--- config.mk ---
export PLATFORM = sky130hd
export DESIGN_NAME = button_conditioner
export DESIGN_NICKNAME = d
export VERILOG_FILES = /design/src/rtl/edge_detector.sv /design/src/rtl/button_conditioner.sv
export SDC_FILE = /design/constraint.sdc
export NUM_CORES = 1
export LEC_CHECK = 0
export ABC_AREA = 1
export CORE_MARGIN = 1
export CORE_UTILIZATION = 54
export DETAILED_ROUTE_END_ITERATION = 10
export HOLD_SLACK_MARGIN = 0.15
export PLACE_DENSITY = 0.72
export SKIP_LAST_GASP = 1
export SLEW_MARGIN = 20
export SYNTH_ARGS = -nofsm -noshare
export SYNTH_HDL_FRONTEND = slang
export SYNTH_HIERARCHICAL = 1
export SYNTH_SLANG_ARGS = --single-unit
export TNS_END_PERCENT = 100
--- constraint.sdc ---
create_clock -name clk -period 3.89 [get_ports clk]
set_clock_uncertainty 0.2 [all_clocks]
set_input_delay 0.778 -clock clk [delete_from_list [all_inputs] [get_ports clk]]
set_output_delay 0.778 -clock clk [all_outputs]
set_load 0.02 [all_outputs]
--- src/rtl/edge_detector.sv ---
// Rising-edge detector: one-cycle pulse per 0->1 transition of each bit.
// Pulse is combinational from the current input and the last-cycle register; no backpressure.
module edge_detector #(
  parameter int WIDTH = 1
) (
  input  logic             clk,
  input  logic             rst_n,
  input  logic [WIDTH-1:0] signal_in,
  output logic [WIDTH-1:0] edge_detect_pulse
);

  logic [WIDTH-1:0] prev;

  always_ff @(posedge clk or negedge rst_n) begin
    if (!rst_n) begin
      prev <= '0;
    end else begin
      prev <= signal_in;
    end
  end

  assign edge_detect_pulse = signal_in & ~prev;

endmodule

--- src/rtl/button_conditioner.sv ---
// Per-bit debouncer (shared sample tick, saturating per-bit counters) plus rising-edge pulse.
// Level asserts on the posedge of the PULSE_CNT_MAX-th high tick, drops 1 cycle after a low; no backpressure.
module button_conditioner #(
  parameter int WIDTH          = 1,
  parameter int SAMPLE_CNT_MAX = 62500,
  parameter int PULSE_CNT_MAX  = 200
) (
  input  logic             clk,
  input  logic             rst_n,
  input  logic [WIDTH-1:0] glitchy_signal,
  output logic [WIDTH-1:0] debounced_signal,
  output logic [WIDTH-1:0] edge_pulse
);

  localparam int SW = (SAMPLE_CNT_MAX > 1) ? $clog2(SAMPLE_CNT_MAX) : 1;
  localparam int CW = (PULSE_CNT_MAX > 0) ? $clog2(PULSE_CNT_MAX + 1) : 1;
  localparam logic [SW-1:0] SAMPLE_LAST = SW'(SAMPLE_CNT_MAX - 1);
  localparam logic [CW-1:0] PULSE_SAT   = CW'(PULSE_CNT_MAX);

  logic [SW-1:0] sample_cnt;
  logic          sample_tick;
  logic [CW-1:0] sat_cnt [WIDTH];

  assign sample_tick = (sample_cnt == SAMPLE_LAST);

  always_ff @(posedge clk or negedge rst_n) begin
    if (!rst_n) begin
      sample_cnt <= '0;
    end else if (sample_tick) begin
      sample_cnt <= '0;
    end else begin
      sample_cnt <= sample_cnt + SW'(1);
    end
  end

  // A low input on any cycle restarts qualification; only ticks advance the count.
  always_ff @(posedge clk or negedge rst_n) begin
    if (!rst_n) begin
      for (int i = 0; i < WIDTH; i++) begin
        sat_cnt[i] <= '0;
      end
    end else begin
      for (int i = 0; i < WIDTH; i++) begin
        if (!glitchy_signal[i]) begin
          sat_cnt[i] <= '0;
        end else if (sample_tick && (sat_cnt[i] < PULSE_SAT)) begin
          sat_cnt[i] <= sat_cnt[i] + CW'(1);
        end
      end
    end
  end

  always_comb begin
    debounced_signal = '0;
    for (int i = 0; i < WIDTH; i++) begin
      debounced_signal[i] = (sat_cnt[i] == PULSE_SAT);
    end
  end

  edge_detector #(
    .WIDTH(WIDTH)
  ) u_edge_detector (
    .clk              (clk),
    .rst_n            (rst_n),
    .signal_in        (debounced_signal),
    .edge_detect_pulse(edge_pulse)
  );

endmodule
# After elaboration in Yosys (flattened, before gate mapping)
# Cells that the tools add are included.
# totals
output_inout_bits	2
regBits	25
elab_cells	15
in_bits	3
# op_classes
n_lt_le_gt_ge	1
muxes	3
addsub	2
n_reduce_logical	1
eq_ne	3
bitwise_logic	2
# op_table
cell	count
$add A16 B1 Y16 const B	1
$eq A16 B16 Y1 const B	1
$mux W16	1
$mux W8	2
$add A8 B1 Y8 const B	1
$eq A8 B8 Y1 const B	1
$lt A8 B8 Y1 const B	1
$ne A2 B1 Y1 const B	1
$and A1 B1 Y1	1
$logic_and A1 B1 Y1	1
$not A1 Y1	1

# Logic depth before layout (Yosys ltp)
# Gate-level depths: netlist (run 1).
# logic_depth
ltp_word	4
depth_mapped	9

# Modules after synthesis
# Netlist (run 1), hierarchy kept.
# by_module_without_submodules
mod	seq_area_each_um2	area_each_um2	cells_per_inst	n_inst
button_conditioner	600.6	1446.4	207	1
edge_detector	25.0	35.0	3	1

# Worst setup path after synthesis (run 1)
# OpenSTA, ideal clock, no wires.
# synth_timing
path_type	register -> output
start	register sat_cnt[0] (netlist bit)
end	output edge_pulse
path_stages_with_launch	7
path_buffers	0
t_arrival_ns	1.335
setup_slack_ns	1.577
cell_sequence	dfrtp_1 inv_1 ha_1 nand4_1 nor2_1 inv_1 nor2_2
# synth_between
elab_chain_cells	2
# synth_lines
element	line_no	text
start, declared	button_conditioner.sv:22	logic [CW-1:0] sat_cnt [WIDTH];
start signal, assigned by index	button_conditioner.sv:47	sat_cnt[i] <= sat_cnt[i] + CW'(1);
$eq A8 B8 Y1	button_conditioner.sv:56	debounced_signal[i] = (sat_cnt[i] == PULSE_SAT);
via debounced_signal	button_conditioner.sv:11	output logic [WIDTH-1:0] debounced_signal,
$and A1 B1 Y1	edge_detector.sv:22	assign edge_detect_pulse = signal_in & ~prev;
end, declared	button_conditioner.sv:12	output logic [WIDTH-1:0] edge_pulse
# The timed path passes the listed nets, and every way through them passes these cells.

# Final worst setup path (run 1)
# layout_timing
start	register sat_cnt[5] (netlist bit)
end	output edge_pulse
# layout_between
elab_chain_cells	2
# layout_lines
element	line_no
$eq A8 B8 Y1	button_conditioner.sv:56
$and A1 B1 Y1	edge_detector.sv:22
# No other way between the ends.

==> qor.txt, run 1 <==
hold path startpoint: sample_cnt[0]
worst setup path start: sat_cnt[5]
setup slack on the worst flop-to-flop path: 2.28 ns
Post-CTS Hold Fix Bufs: 0
post-synthesis instance total: 210
part of the power in the clock network: 0.303
number of buffer and inverter stages on the critical path: 2
Antenna Diode Count: 0
actual slew at the worst max-slew pin: 0.435 ns
post-synthesis sequential area ratio: 0.422
Starting Density: 0.582
Worst Path Class, Setup: reg2out
top-level port count: 5
biggest area consumer among synthesized cells: sky130_fd_sc_hd__dfrtp_1
Post-synth ARST share: 1.00
Top delay family on crit path: buffers and inverters
total number of H-tree levels: 1
status: completed
number of iterations in the first detailed-routing pass: 5
DR vias: 1245
proportion of netlist area held by the largest area contributor: 0.422
first-pass GRT wire length: 4950 um
synth top area cells: sky130_fd_sc_hd__dfrtp_1 (42%), sky130_fd_sc_hd__nand2_1 (14%), sky130_fd_sc_hd__inv_1 (9.1%)
synthesized cell area: 1480 um2
all-layer global routing usage: 0.230
Slew HR: 0.709
maximum net fanout on the critical path: 7
TritonCTS clock tree: built
setup repair after global routing missed its margin: no
post-CTS clock slew at the launch and capture registers of the worst setup and hold paths: 0.14 ns
Wirelength per Cell: 11.4 um
hold worst-path end: sample_cnt[0]
number of distinct standard cells referenced by the synthesized netlist: 20
global route overflow: 0
total of endpoints with negative setup slack in the final report: 0
number of enable-type register cells in the synthesized netlist: 0
1st-iter DRT viols: 35
number of antenna violations at the first check in global routing: 0
number of cells traversed by the worst hold path: 1
post-detailed-placement half-perimeter wirelength: 2090 um
placed standard-cell area: 1560 um2
Final Cycle Share: 0.783
FP Rows: 18
# clock sinks: 25
most frequent CP cell: sky130_fd_sc_hd__nor2_1
P_sw: 0.0862 mW
Layout Utilization: 0.624
startpoint of the worst register-to-register path: sample_cnt[0]
WP data arrival: 2.07 ns
post-route DRC violation count: 0
worst min-delay path class: reg2reg
number of global-route vias before repair: 1211
die height: 54.4 um
Final Critical Period: 3.04 ns
Max Root-Sink Buffers: 2
largest net degree at the start of global routing: 26
top cells by instance count after synthesis: sky130_fd_sc_hd__nand2_1 (57), sky130_fd_sc_hd__inv_1 (36), sky130_fd_sc_hd__nor2_1 (33)
combinational fraction of design power: 0.029
Final Total Pwr: 0.389 mW
switching fraction of total power: 0.222
Avg Inst Size Synth: 7.05 um2
internal power: 0.303 mW
delay of the slowest critical-path stage: 0.61 ns
Detailed Route WL: 2820 um
source-to-sink clock delay at the later pin of the worst-skew pair: 0.31 ns
Main synth FF type: sky130_fd_sc_hd__dfrtp_1
crit-path cells: nor2_1 > nand4_1 > nor2_1 > inv_1 > nor2_2 > clkdlybuf4s50_1
number of synthesized register bits: 25
endpoint kind of the worst setup timing path: primary output
max capacitance violation total: 0
final estimated routing congestion in global placement: 0.829
Worst Hold Margin: 0.288 ns
most frequent cell after synthesis: sky130_fd_sc_hd__nand2_1
Antenna Nets Post-Route: 0
leakage power: 0.816 nW
Reg2Reg Depth: 9
DR vias/cell: 5.02
buffers added on ports: 4
fraction of layout cells with a size suffix above 1: 0.0780
power density normalized to cell area: 245 nW/um2
area of the die: 2960 um2
number of buffers created by CTS: 3
kind of start point of the critical path: flip-flop
final max-slew violation count: 0
Worst EP required: 2.91 ns
highest ir drop seen on vdd: 0.000208 V
share of total power in sequential cells: 0.668
finished layout cell area: 1590 um2
Final nets: 225
number of buffers inserted to repair setup after CTS: 0
Hold Violations, Final: 0
post-cts repair resize count: 0
fmax: 328 MHz
P&R area growth vs syn: 7.26%
master cell of the clock root buffer: sky130_fd_sc_hd__clkbuf_4
Synth warnings: 6
cell with the largest stage delay on the worst path: sky130_fd_sc_hd__clkdlybuf4s50_1
Die X: 54.4 um
Core Box Area: 2540 um2
terminus of the critical flop-to-flop path: sample_cnt[12]
post-synthesis net count: 216
Fin Setup TNS: 0 ns
## registers in the layout, summed over array words and instances (netlist names)
signal,flops
u_edge_detector/prev,1
sample_cnt,16
sat_cnt,8
## logic make-up (layout without fill, tap and decap cells)
| kind of cell | count (synthesis) | after routing | share of synthesized area |
|---|---|---|---|
| AO/OA/AOI/OAI | 10 | 10 | 0.0372 |
| XOR/XNOR | 5 | 5 | 0.0296 |
| adder cells (fa/ha/maj) | 3 | 3 | 0.0253 |
| buffers and inverters | 39 | 47 | 0.0988 |
| flip-flops | 25 | 25 | 0.422 |
| AND/OR/NAND/NOR | 128 | 128 | 0.387 |
## worst max-delay path by stage
stage,to,depth (start not counted),slack [ns]
2_1_floorplan,edge_pulse,6,1.58
5_1_grt,edge_pulse,6,0.68
3_5_place_dp,edge_pulse,7,1.21
3_3_place_gp,edge_pulse,6,1.28
6_report,edge_pulse,6,0.85
4_1_cts,edge_pulse,7,0.84
## placed cells by master, fill, tap and decap left out, types with 2 or more instances in the layout
cell                              count
sky130_fd_sc_hd__nor2_1              33
sky130_fd_sc_hd__xor2_1               5
sky130_fd_sc_hd__nand2_1             57
sky130_fd_sc_hd__nor3b_1              2
sky130_fd_sc_hd__dfrtp_1             25
sky130_fd_sc_hd__a21oi_1              4
sky130_fd_sc_hd__o21ai_0              4
sky130_fd_sc_hd__nor2_4               3
sky130_fd_sc_hd__nand3_1             17
sky130_fd_sc_hd__inv_1               36
sky130_fd_sc_hd__nand2_2              4
sky130_fd_sc_hd__o21bai_1             2
sky130_fd_sc_hd__ha_1                 3
sky130_fd_sc_hd__clkbuf_4             3
sky130_fd_sc_hd__nor3_1               2
sky130_fd_sc_hd__clkdlybuf4s50_1      4
sky130_fd_sc_hd__nor2_2               4
sky130_fd_sc_hd__nand4_1              5
## metrics by stage
step                      setup WS, ns  instances
final                            0.846        248
after global placement            1.28        244
after CTS                        0.841        248
after global routing             0.684        248
after detailed placement          1.21        244
after floorplan                   1.58        210
## power by group through the flow
stage	sequential (mW)	combinational (mW)	clock, mW
finish	0.260	0.0111	0.118
global route	0.260	0.0131	0.131
CTS	0.260	0.0115	0.122
detailed placement	0.265	0.0115	0
floorplan	0.265	0.00263	0
global placement	0.265	0.0112	0
## metal layers
metal / share of wire / up-vias / global-route usage
met4: 0.0050 / 0 / 0.0641
met5: 0 / - / 0
met3: 0.034 / 2 / 0.0333
li1: - / 656 / -
met1: 0.50 / 567 / 0.311
met2: 0.46 / 20 / 0.382
## cell type report
type | count | area [um2]
fill | 243 | 956
multi-input combinational | 146 | 709
sequential | 25 | 626
inverter | 38 | 143
timing repair buffer | 5 | 47.5
tap | 30 | 37.5
clock buffer | 4 | 26.3
Note: power is estimated with default switching activity, not from simulation.
==> inputs of run 2 (changes only) <==
==> constraint.sdc (replaced) <==
create_clock -name clk -period 2.95 [get_ports clk]
set_clock_uncertainty 0.2 [all_clocks]
set_input_delay 0.59 -clock clk [delete_from_list [all_inputs] [get_ports clk]]
set_output_delay 0.59 -clock clk [all_outputs]
set_load 0.02 [all_outputs]
==> qor.txt, run 2 (synthesized netlist as in run 1, its figures left out) <==
status: completed
worst min-delay path class: reg2reg
post-placement worst setup slack: 0.468 ns
Max Root-Sink Buffers: 2
placed standard-cell area: 1560 um2
total number of H-tree levels: 1
number of global-route vias before repair: 1101
all-layer global routing usage: 0.216
Worst Hold Margin: 0.280 ns
endpoint kind of the worst setup timing path: primary output
buffers added on ports: 4
max FFs per register: 16
Worst EP required: 2.16 ns
post-detailed-placement half-perimeter wirelength: 2110 um
post-route DRC violation count: 0
highest ir drop seen on vdd: 0.000229 V
source-to-sink clock delay at the later pin of the worst-skew pair: 0.31 ns
power density normalized to cell area: 320 nW/um2
delay of the slowest critical-path stage: 0.64 ns
hold worst-path end: sample_cnt[0]
Layout Utilization: 0.626
hold path startpoint: sample_cnt[0]
crit-path cells: inv_1 > ha_1 > nand4_1 > nor2_1 > clkdlybuf4s50_1
number of filler cells placed in the layout: 249
final max-slew violation count: 0
Final Critical Period: 2.69 ns
number of buffers inserted to repair setup after CTS: 0
FP Rows: 18
cell with the largest stage delay on the worst path: sky130_fd_sc_hd__clkdlybuf4s50_1
final estimated routing congestion in global placement: 0.829
Slew HR: 0.734
number of buffer and inverter stages on the critical path: 2
Starting Density: 0.582
fmax: 372 MHz
Post-Place Cells: 244
setup slack on the worst flop-to-flop path: 1.36 ns
number of antenna violations at the first check in global routing: 0
total of endpoints with negative setup slack in the final report: 0
fraction of layout cells with a size suffix above 1: 0.0826
area of the die: 2960 um2
Reg2Reg Depth: 8
number of iterations in the first detailed-routing pass: 4
Antenna Nets Post-Route: 0
maximum net fanout on the critical path: 4
Detailed Route WL: 2780 um
startpoint of the worst register-to-register path: sample_cnt[0]
TritonCTS clock tree: built
Wirelength per Cell: 11.2 um
kind of start point of the critical path: flip-flop
1st-iter DRT viols: 35
Final Total Pwr: 0.509 mW
DR vias/cell: 4.91
# clock sinks: 25
top-level port count: 5
Worst Path Class, Setup: reg2out
DR vias: 1217
largest net degree at the start of global routing: 26
terminus of the critical flop-to-flop path: sample_cnt[10]
number of cells traversed by the worst hold path: 1
WP data arrival: 1.90 ns
biggest registers after layout: sample_cnt x16, sat_cnt x8, u_edge_detector/prev x1
post-CTS clock slew at the launch and capture registers of the worst setup and hold paths: 0.13 ns
smallest setup slack after layout: 0.262 ns
Hold Violations, Final: 0
finished layout cell area: 1590 um2
P&R area growth vs syn: 7.60%
max capacitance violation total: 0
first-pass GRT wire length: 4560 um
Die X: 54.4 um
register bank with the most flops: sample_cnt
Antenna Diode Count: 0
leakage power: 0.835 nW
global route overflow: 0
Core Box Area: 2540 um2
die height: 54.4 um
setup repair after global routing missed its margin: no
Fin Setup TNS: 0 ns
Top delay family on crit path: buffers and inverters
most common cell after layout, fill and taps aside: sky130_fd_sc_hd__nand2_1
Final nets: 225
actual slew at the worst max-slew pin: 0.397 ns
non-filler instance count after layout: 248
Final Cycle Share: 0.911
number of buffers created by CTS: 3
master cell of the clock root buffer: sky130_fd_sc_hd__clkbuf_4
commonest cells after routing, fill and taps aside: sky130_fd_sc_hd__nand2_1 (57), sky130_fd_sc_hd__inv_1 (36), sky130_fd_sc_hd__nor2_1 (32)
==> run 2: power by group <==
part / internal [mW] / switching, mW / leakage [nW]
Clock: 0.0528 / 0.0997 / 0.0150
Sequential: 0.343 / 0.0000000795 / 0.335
Combinational: 0.00367 / 0.0105 / 0.485
Total: 0.399 / 0.110 / 0.835
==> run 2: worst max-delay path by stage <==
| stage | from | end | cells after the start |
|---|---|---|---|
| 6_report | sat_cnt[0] | debounced_signal | 5 |
| 3_3_place_gp | sat_cnt[5] | edge_pulse | 6 |
| 3_5_place_dp | sat_cnt[5] | edge_pulse | 6 |
| 4_1_cts | sat_cnt[5] | edge_pulse | 6 |
| 2_1_floorplan | sat_cnt[0] | edge_pulse | 6 |
| 5_1_grt | sat_cnt[0] | debounced_signal | 5 |
==> run 2: cell type report <==
class	count	area, um2	share of cell area
Clock buffer	4	26.3	0.0165
Timing Repair Buffer	5	50.0	0.0314
Tap cell	30	37.5	0.0235
Inverter	38	143	0.0895
Sequential cell	25	626	0.392
Multi-Input combinational cell	146	712	0.447
==> run 2: routing by layer <==
| layer | wire, um | part of all wire | GRT usage |
|---|---|---|---|
| met5 | 0 | 0 | 0 |
| met4 | 20 | 0.0072 | 0.0812 |
| met3 | 79 | 0.028 | 0.0278 |
| met2 | 1260 | 0.45 | 0.358 |
| met1 | 1420 | 0.51 | 0.284 |
==> run 2: what timing repair did <==
action,CTS,global route
setup endpoints to repair,0,1
endpoints found under the hold margin,0,0
resized for setup,0,2
hold buffers,0,0
